$ cat config.mk
export PLATFORM = sky130hd
export DESIGN_NAME = i2c_master_seq
export DESIGN_NICKNAME = d
export VERILOG_FILES = /design/src/rtl/i2c_seq_pkg.sv /design/src/rtl/i2c_seq_timer.sv /design/src/rtl/i2c_master_seq.sv
export SDC_FILE = /design/constraint.sdc
export NUM_CORES = 1
export LEC_CHECK = 0
export ABC_CLOCK_PERIOD_IN_PS = 3530
export BUFFER_PORTS_ARGS = -buffer_cell sky130_fd_sc_hd__buf_4
export CAP_MARGIN = 10
export CORE_MARGIN = 2
export CORE_UTILIZATION = 45
export CTS_BUF_LIST = sky130_fd_sc_hd__clkbuf_2
export CTS_CLUSTER_SIZE = 16
export DETAILED_ROUTE_END_ITERATION = 7
export GPL_TIMING_DRIVEN = 1
export PLACE_DENSITY = 0.72
export SLEW_MARGIN = 20
export SYNTH_ARGS = -nofsm -noshare
export SYNTH_HDL_FRONTEND = slang
export SYNTH_SLANG_ARGS = --single-unit
$ cat constraint.sdc
create_clock -name clk -period 3.53 [get_ports clk]
set_input_delay 0.8825 -clock clk [delete_from_list [all_inputs] [get_ports clk]]
set_output_delay 0.8825 -clock clk [all_outputs]
set_load 0.01 [all_outputs]
$ cat src/rtl/i2c_seq_pkg.sv
// Shared types and default timing constants for the I2C transaction sequencer.
package i2c_seq_pkg;

    localparam int unsigned TMR_W         = 13;
    localparam int unsigned GAP_CYC_DEF   = 40;
    localparam int unsigned TOUT_CYC_DEF  = 4096;
    localparam int unsigned MAX_RETRY_DEF = 2;

    typedef enum logic [2:0] {
        IDLE,
        LAUNCH,
        WAIT_EN,
        WAIT_DONE,
        GAP,
        RESP
    } seq_state_t;

endpackage

$ cat src/rtl/i2c_seq_timer.sv
// Loadable saturating down-counter; shared by the bus-free gap and the hang timeout.
module i2c_seq_timer
    import i2c_seq_pkg::*;
(
    input  logic             clk,
    input  logic             rst,
    input  logic             load,
    input  logic [TMR_W-1:0] load_val,
    output logic             zero
);

    logic [TMR_W-1:0] cnt;

    // Load has priority; otherwise count down and hold at zero.
    always_ff @(posedge clk) begin
        if (rst) begin
            cnt <= '0;
        end else if (load) begin
            cnt <= load_val;
        end else if (cnt != '0) begin
            cnt <= cnt - TMR_W'(1);
        end
    end

    assign zero = (cnt == '0);

endmodule

$ cat src/rtl/i2c_master_seq.sv
// Request/response sequencer in front of the I2C master: launch, retry on NACK,
// bus-free gap and hang timeout.
module i2c_master_seq
    import i2c_seq_pkg::*;
#(
    parameter int unsigned MAX_RETRY = MAX_RETRY_DEF,
    parameter int unsigned GAP_CYC   = GAP_CYC_DEF,
    parameter int unsigned TOUT_CYC  = TOUT_CYC_DEF
) (
    input  logic       clk,
    input  logic       rst,
    input  logic       req_vld,
    output logic       req_rdy,
    input  logic       req_rw,
    input  logic [6:0] req_sadr,
    input  logic [7:0] req_radr,
    input  logic [7:0] req_wdat,
    output logic       rsp_vld,
    input  logic       rsp_rdy,
    output logic [7:0] rsp_dat,
    output logic       rsp_nack,
    output logic       rsp_tout,
    output logic [1:0] rsp_try,
    output logic       busy,
    output logic       st,
    output logic [7:0] ADR_COM,
    output logic [7:0] adr_REG,
    output logic [7:0] dat_REG,
    input  logic       en_tx,
    input  logic       err_AC,
    input  logic [7:0] RX_dat
);

    localparam logic [TMR_W-1:0] TOUT_LD = TMR_W'(TOUT_CYC);
    localparam logic [TMR_W-1:0] GAP_LD  = TMR_W'(GAP_CYC - 1);

    seq_state_t       state, state_nxt;
    logic [1:0]       try_cnt;
    logic             nack_r, tout_r;
    logic [7:0]       rx_r;
    logic             accept, capture, timeout, retry;
    logic             tmr_load, tmr_zero;
    logic [TMR_W-1:0] tmr_val;

    i2c_seq_timer u_timer (
        .clk      (clk),
        .rst      (rst),
        .load     (tmr_load),
        .load_val (tmr_val),
        .zero     (tmr_zero)
    );

    // State register.
    always_ff @(posedge clk) begin
        if (rst) begin
            state <= IDLE;
        end else begin
            state <= state_nxt;
        end
    end

    // Next state, start pulse and timer control. en_tx edges take priority over timeout.
    always_comb begin
        state_nxt = state;
        accept    = 1'b0;
        capture   = 1'b0;
        timeout   = 1'b0;
        retry     = 1'b0;
        st        = 1'b0;
        tmr_load  = 1'b0;
        tmr_val   = TOUT_LD;
        case (state)
            IDLE: begin
                if (req_vld && req_rdy) begin
                    accept    = 1'b1;
                    tmr_load  = 1'b1;
                    state_nxt = LAUNCH;
                end
            end
            LAUNCH: begin
                // Hold off the pulse (and keep the timeout fresh) while the master is still busy.
                if (!en_tx) begin
                    st        = 1'b1;
                    state_nxt = WAIT_EN;
                end else begin
                    tmr_load = 1'b1;
                end
            end
            WAIT_EN: begin
                if (en_tx) begin
                    state_nxt = WAIT_DONE;
                end else if (tmr_zero) begin
                    timeout   = 1'b1;
                    state_nxt = RESP;
                end
            end
            WAIT_DONE: begin
                if (!en_tx) begin
                    capture   = 1'b1;
                    tmr_load  = 1'b1;
                    tmr_val   = GAP_LD;
                    state_nxt = GAP;
                end else if (tmr_zero) begin
                    timeout   = 1'b1;
                    state_nxt = RESP;
                end
            end
            GAP: begin
                if (tmr_zero) begin
                    if (nack_r && (32'(try_cnt) < MAX_RETRY)) begin
                        retry     = 1'b1;
                        tmr_load  = 1'b1;
                        state_nxt = LAUNCH;
                    end else begin
                        state_nxt = RESP;
                    end
                end
            end
            RESP: begin
                if (rsp_rdy) begin
                    state_nxt = IDLE;
                end
            end
            default: state_nxt = IDLE;
        endcase
    end

    // Request fields, attempt count and per-attempt result capture.
    always_ff @(posedge clk) begin
        if (rst) begin
            try_cnt <= '0;
            nack_r  <= 1'b0;
            tout_r  <= 1'b0;
            rx_r    <= '0;
            ADR_COM <= '0;
            adr_REG <= '0;
            dat_REG <= '0;
        end else begin
            if (accept) begin
                ADR_COM <= {req_sadr, req_rw};
                adr_REG <= req_radr;
                dat_REG <= req_wdat;
                try_cnt <= '0;
                nack_r  <= 1'b0;
                tout_r  <= 1'b0;
            end
            if (capture) begin
                nack_r <= err_AC;
                rx_r   <= RX_dat;
            end
            if (timeout) begin
                tout_r <= 1'b1;
                nack_r <= 1'b0;
            end
            if (retry) begin
                try_cnt <= try_cnt + 2'd1;
            end
        end
    end

    assign req_rdy  = (state == IDLE) && !en_tx && !rst;
    assign busy     = (state != IDLE);
    assign rsp_vld  = (state == RESP);
    assign rsp_nack = rsp_vld && nack_r;
    assign rsp_tout = rsp_vld && tout_r;
    assign rsp_try  = rsp_vld ? try_cnt : 2'd0;
    assign rsp_dat  = (rsp_vld && ADR_COM[0] && !nack_r && !tout_r) ? rx_r : 8'h00;

endmodule

# After elaboration in Yosys (flattened, before gate mapping)
# Index checks and enable logic that the tools add are counted.
# totals
reg_bits	52
latch_bits	0
mem_bits_rw	0
rom_bits	0
input_bits	38
out_inout_bits	40
elab_cells	78
memories	0
# op_classes
addsub	2
mul	0
n_div	0
magnitude_cmp	1
n_eq_ne	9
shifts	0
mux	34
bitwise_logic	0
n_reduce_logical	23
# op_table
operator	count
13-bit two-way mux	4
3-bit two-way mux	8
3-bit one-hot mux with 6 select lines	1
1-bit two-way mux	15
13-bit zero test	1
13-bit nonzero test	1
13-bit by 1-bit subtractor with 13-bit output, second input constant	1
1-bit logical AND	9
8-bit two-way mux	1
2-bit nonzero test	4
3-bit by 2-bit == test with 1-bit output, second input constant	2
3-bit == test, second input constant	2
2-bit two-way mux	3
2-bit inequality test, second input constant	3
1-bit zero test	4
1-bit one-hot mux with 4 select lines	1
4-bit AND reduction	1
3-bit by 1-bit == test with 1-bit output, second input constant	1
3-bit zero test	1
3-bit nonzero test	1
2-bit by 1-bit adder with 2-bit output, second input constant	1
2-bit less-than comparator, second input constant	1
2-bit by 1-bit inequality test with 1-bit output, second input constant	1
1-bit one-hot mux with 2 select lines	1
2-bit OR reduction	1

# Depth between registers and ports, before layout
# depth
word_depth	8
mapped_depth	8

# By module
# A second synthesis with hierarchy kept.
# unflattened
cells_unflattened	308
hier_area_um2	2606.2
# by_module_without_submodules
module	instances	cells_each	area_each_um2	seq_area_each_um2
i2c_master_seq	1	218	1843.0	780.7
i2c_seq_timer	1	90	763.2	260.2

# Worst setup path before layout
# Ideal clock, no wire load.
# synth_path
path_type	reg2out
from	register state[2]
to	output port rsp_dat[0]
arrival_ns	1.474
path_slack_ns	1.173
stages_incl_launch_ff	6
path_cell_list	dfxtp_1 > clkbuf_1 > nand2_1 > nor2_1 > and3_1 > and2_1
# synth_between
elab_chain_len	5
# synth_rtl
item	line	text
from (decl)	i2c_master_seq.sv:37	seq_state_t state, state_nxt;
from (signal assigned)	i2c_master_seq.sv:58	state <= state_nxt;
3-bit == test	i2c_master_seq.sv:163	assign rsp_vld = (state == RESP);
via rsp_vld	i2c_master_seq.sv:18	output logic rsp_vld,
1-bit logical AND (3 in a row)	i2c_master_seq.sv:167	assign rsp_dat = (rsp_vld && ADR_COM[0] && !nack_r && !tout_r) ? rx_r : 8'h00;
8-bit two-way mux	i2c_master_seq.sv:167	
to (decl)	i2c_master_seq.sv:20	output logic [7:0] rsp_dat,
# The timed path passes the listed nets, and every way through them passes these cells.

# Worst setup path in the final report
# layout_path
from	register state[0]
to	output port rsp_dat[1]
# layout_between
elab_chain_len	5
# layout_rtl
item	line
3-bit == test	i2c_master_seq.sv:163
1-bit logical AND (3 in a row)	i2c_master_seq.sv:167
8-bit two-way mux	i2c_master_seq.sv:167
# Every way passes these cells.

==> results.md <==
- The run finished with clean final reports.
- The clock latency at the later pin of the worst-skew pair is 0.44 ns.
- Global routing used 19.7% of the available tracks across all layers.
- The number of hold violations in the final report is 0.
- Headroom to the max-slew limit came out at 54.5%.
- Max-cap violations in this run came to 0.
- The first-pass iteration count of the detailed router is 4.
- On the final layout, the worst clock skew is 0.0277 ns.
- The launching element type of the critical path is a flop.
- The area of placed instances is 0.00308 mm2.
- Setup repair after global routing left no endpoint under its margin.
- After clock tree synthesis, the clock-pin slew on the worst setup and hold paths is 0.27 ns.
- The static power due to leakage is 1.28 nW.
- For this run, design rule violations remaining after detail routing come to 0.
- The standard cell core area is 0.00544 mm2.
- The kind of capture point of the worst setup path is an output pin.
- The pre-CTS setup slack is 0.911 ns.
- Cells with a size suffix above 1 make up 29.5% of the layout.
- In the synthesized netlist the dominant register cell turns out to be sky130_fd_sc_hd__dfxtp_1.
- The worst-path cell with the longest stage delay is sky130_fd_sc_hd__dfxtp_1.
- Traced cell by cell, the critical path runs through nand2_1 -> nor2_1 -> and3_1 -> and2_1 -> buf_4.
- The minimum setup slack in the final design is 0.504 ns.
- The critical path required time is 2.65 ns.
- The number of design-rule violations left by the first detailed-router iteration is 105.
- For the pin with the worst max-slew slack, the measured transition is 0.682 ns.
- The initial core utilization is 46.1%.
- The count of warnings emitted by yosys is 0.
- The post-synthesis cell count is 299.
- The top cell type by area accounts for 41.5% of the synthesized area.
- The maximum number of pins on one net before global-route repair is 48.
- In the final routed layout, each cell accounts on average for 13.4 um.
- The area added between synthesis and finish is 24.7%.
- At the worst endpoint, the arrival time is 2.14 ns.
- The overflow left after global routing is 0.
- The biggest area contributor in the post-synthesis netlist is sky130_fd_sc_hd__dfxtp_1.
- The path type of the worst min-delay path is reg2reg.
- The count of buffers from port buffering is 77.
- After detailed routing, the total wire length is 5910 um.
- The post-route setup TNS is 0 ns.
- Using the TritonRoute via totals, the vias-per-cell ratio works out to 5.21.
- Summing all multi-input logic gate instances after layout gives 0.00131 mm2.
- The clock passes through at most 2 buffers.
- The post-synthesis average cell area is 8.39 um2.
- The net count of the mapped netlist is 338.
- The number of clock buffers inserted by TritonCTS is 5.
- The worst-case IR drop observed on VDD is 0.229 mV.
- The proportion of synthesized flip-flops having asynchronous set or reset is 0%.
- The largest single stage delay on the critical path is 0.63 ns.
- The die is 78.6 um tall.
- The initial antenna violation count was 0.
- The number of global-route vias before repair is 2120.
- The number of pins exceeding their max-slew limit in the final report is 0.
- The number of cell rows is 27.
- Setup violations remaining at the end of the flow were counted as 0.
- The weighted congestion at the end of routability-driven global placement is 0.893.
- In the post-synthesis netlist, the cell with the most instances is sky130_fd_sc_hd__nand2_1.
- The number of distinct library cells after synthesis is 56.
- The clock period could shrink to 3.03 ns.
- The filler cells instantiated in the layout total 505.
- The layout net count is 408.
- The number of buffers and inverters on the critical path is 1.
- The antenna diode count is 0.
- Synthesis inferred 52 register bits.
- Hold repair after CTS inserted 0 buffers.
- Detailed routing inserted a total of 2303 vias.
- In the final layout, flip-flops and latches occupy 0.00104 mm2.
- For this design the top-level I/O count stands at 78.
- The post-route fraction of the period consumed by the critical path is 85.7%.
- CTS placed an instance of sky130_fd_sc_hd__clkbuf_2 at the clock tree root.
- The clock tree from TritonCTS is built.
- The floorplan die area is 0.00619 mm2.
- The H-tree was split into 2 levels.
- From left edge to right edge, the die measures 78.6 um.
- The cell area after synthesis is 0.00251 mm2.
- The number of gates given a new drive strength after cts is 0.
- The achievable frequency is 0.330 GHz.
- Summed over all nets, the half-perimeter wirelength after detailed placement is 4270 um.
- In the synthesized netlist, the cells that appear most often are 74 x sky130_fd_sc_hd__nand2_1, 52 x sky130_fd_sc_hd__dfxtp_1, 45 x sky130_fd_sc_hd__a21oi_1.
- The worst-path maximum fanout is 14.
- The design draws 0.00176 W.
- The cell type group with the largest total delay on the critical path is simple AND/OR/NAND/NOR gates.
- By area the synthesized netlist is led by sky130_fd_sc_hd__dfxtp_1 42%, sky130_fd_sc_hd__nand2_1 11%, sky130_fd_sc_hd__a21oi_1 9.0%.
- The post-route antenna net violation count is 0.
- The final non-filler cell area is 0.00313 mm2.
- The critical path is of the reg2out type.
- The first global-routing pass estimated 9740 um of wire.
- Counting flops with a built-in enable in the synthesized netlist gives 0.
- The share of synthesized area occupied by flip-flops and latches is 41.5%.
- Power spread over the standard cell area amounts to 564 mW/mm2.
- After clock tree synthesis, the setup repair step added 0 buffers.
- The tree built by TritonCTS fans out to 52 sinks.
## cell families (layout without fill, tap and decap cells)
logic type | count (synthesis) | in the layout | share of synthesized area (%)
AO/OA/AOI/OAI | 76 | 76 | 19.7
buffers and inverters | 26 | 97 | 6.24
XOR/XNOR | 3 | 3 | 1.05
flip-flops | 52 | 52 | 41.5
AND/OR/NAND/NOR | 140 | 140 | 30.5
adder cells (fa/ha/maj) | 1 | 1 | 0.499
multiplexers | 1 | 1 | 0.449
## layout make-up
class,count,area share (%)
Clock inverter,2,0.520
Sequential cell,52,33.3
Timing Repair Buffer,81,19.5
Tap cell,72,2.88
Multi-Input combinational cell,221,41.9
Inverter,8,0.961
Clock buffer,6,0.961
## metrics by stage
| stage | util, % | hold WS, ns | cells |
|---|---|---|---|
| finish | 57.5 | 0.472 | 442 |
| global route | 57.5 | 0.487 | 442 |
| CTS | 57.5 | 0.470 | 442 |
| detailed placement | 56.6 | 0.442 | 434 |
| global placement | 56.6 | 0.439 | 434 |
| floorplan | - | 0.430 | 299 |
## final timing paths
| path | from | cells past startpoint | slack, ns | endpoint |
|---|---|---|---|---|
| setup / recovery | state[0]$_SDFFE_PP0P_ | 5 | 0.50 | rsp_dat[1] |
| hold / removal | rx_r[6]$_SDFFE_PP0P_ | 2 | 0.47 | rx_r[6]$_SDFFE_PP0P_ |
| setup reg to reg | u_timer.cnt[0]$_SDFFE_PP0P_ | 6 | 1.05 | u_timer.cnt[1]$_SDFFE_PP0P_ |
| hold reg to reg | rx_r[6]$_SDFFE_PP0P_ | 2 | 0.47 | rx_r[6]$_SDFFE_PP0P_ |
## power breakdown
part           switching [W]  leakage (nW)  internal (W)
clock network       0.000191        0.0292     0.0000529
registers          0.0000981         0.423      0.000668
logic               0.000414         0.830      0.000339
total               0.000704          1.28       0.00106
## metal layers
metal / GRT usage (%) / up-vias / share of wire (%)
met5: 0 / - / 0
met4: 7.02 / 0 / 0.81
met3: 6.67 / 4 / 7.6
met2: 31.4 / 62 / 49
met1: 24.6 / 1061 / 42
li1: - / 1176 / -
## sequential cells by signal, indices dropped and copies added, names as in the netlist
name / cells
rx_r: 8
u_timer.cnt: 13
ADR_COM: 8
tout_r: 1
try_cnt: 2
dat_REG: 8
nack_r: 1
state: 3
adr_REG: 8
## cells in the final DEF (no fill, tap or decap), drive strengths merged, types with 2 or more instances in the layout
cell type  instances
and2b              2
or3                6
nor2              14
o41ai              2
a221oi             2
xor2               2
o21ai              4
nor3b              2
nand2b             3
nor3               3
o31ai              7
nor4b              3
clkbuf             6
a211oi             3
o211ai             3
inv                8
dfxtp             52
nand2             74
buf               81
nand3              3
a21oi             45
and2              14
or4                6
nand3b             2
## worst min-delay path, stage by stage (launching register included)
cell,delay (ns)
sky130_fd_sc_hd__dfxtp_1,0.37
sky130_fd_sc_hd__nand2_1,0.05
sky130_fd_sc_hd__a21oi_1,0.05
(Power assumes the default switching activity.)
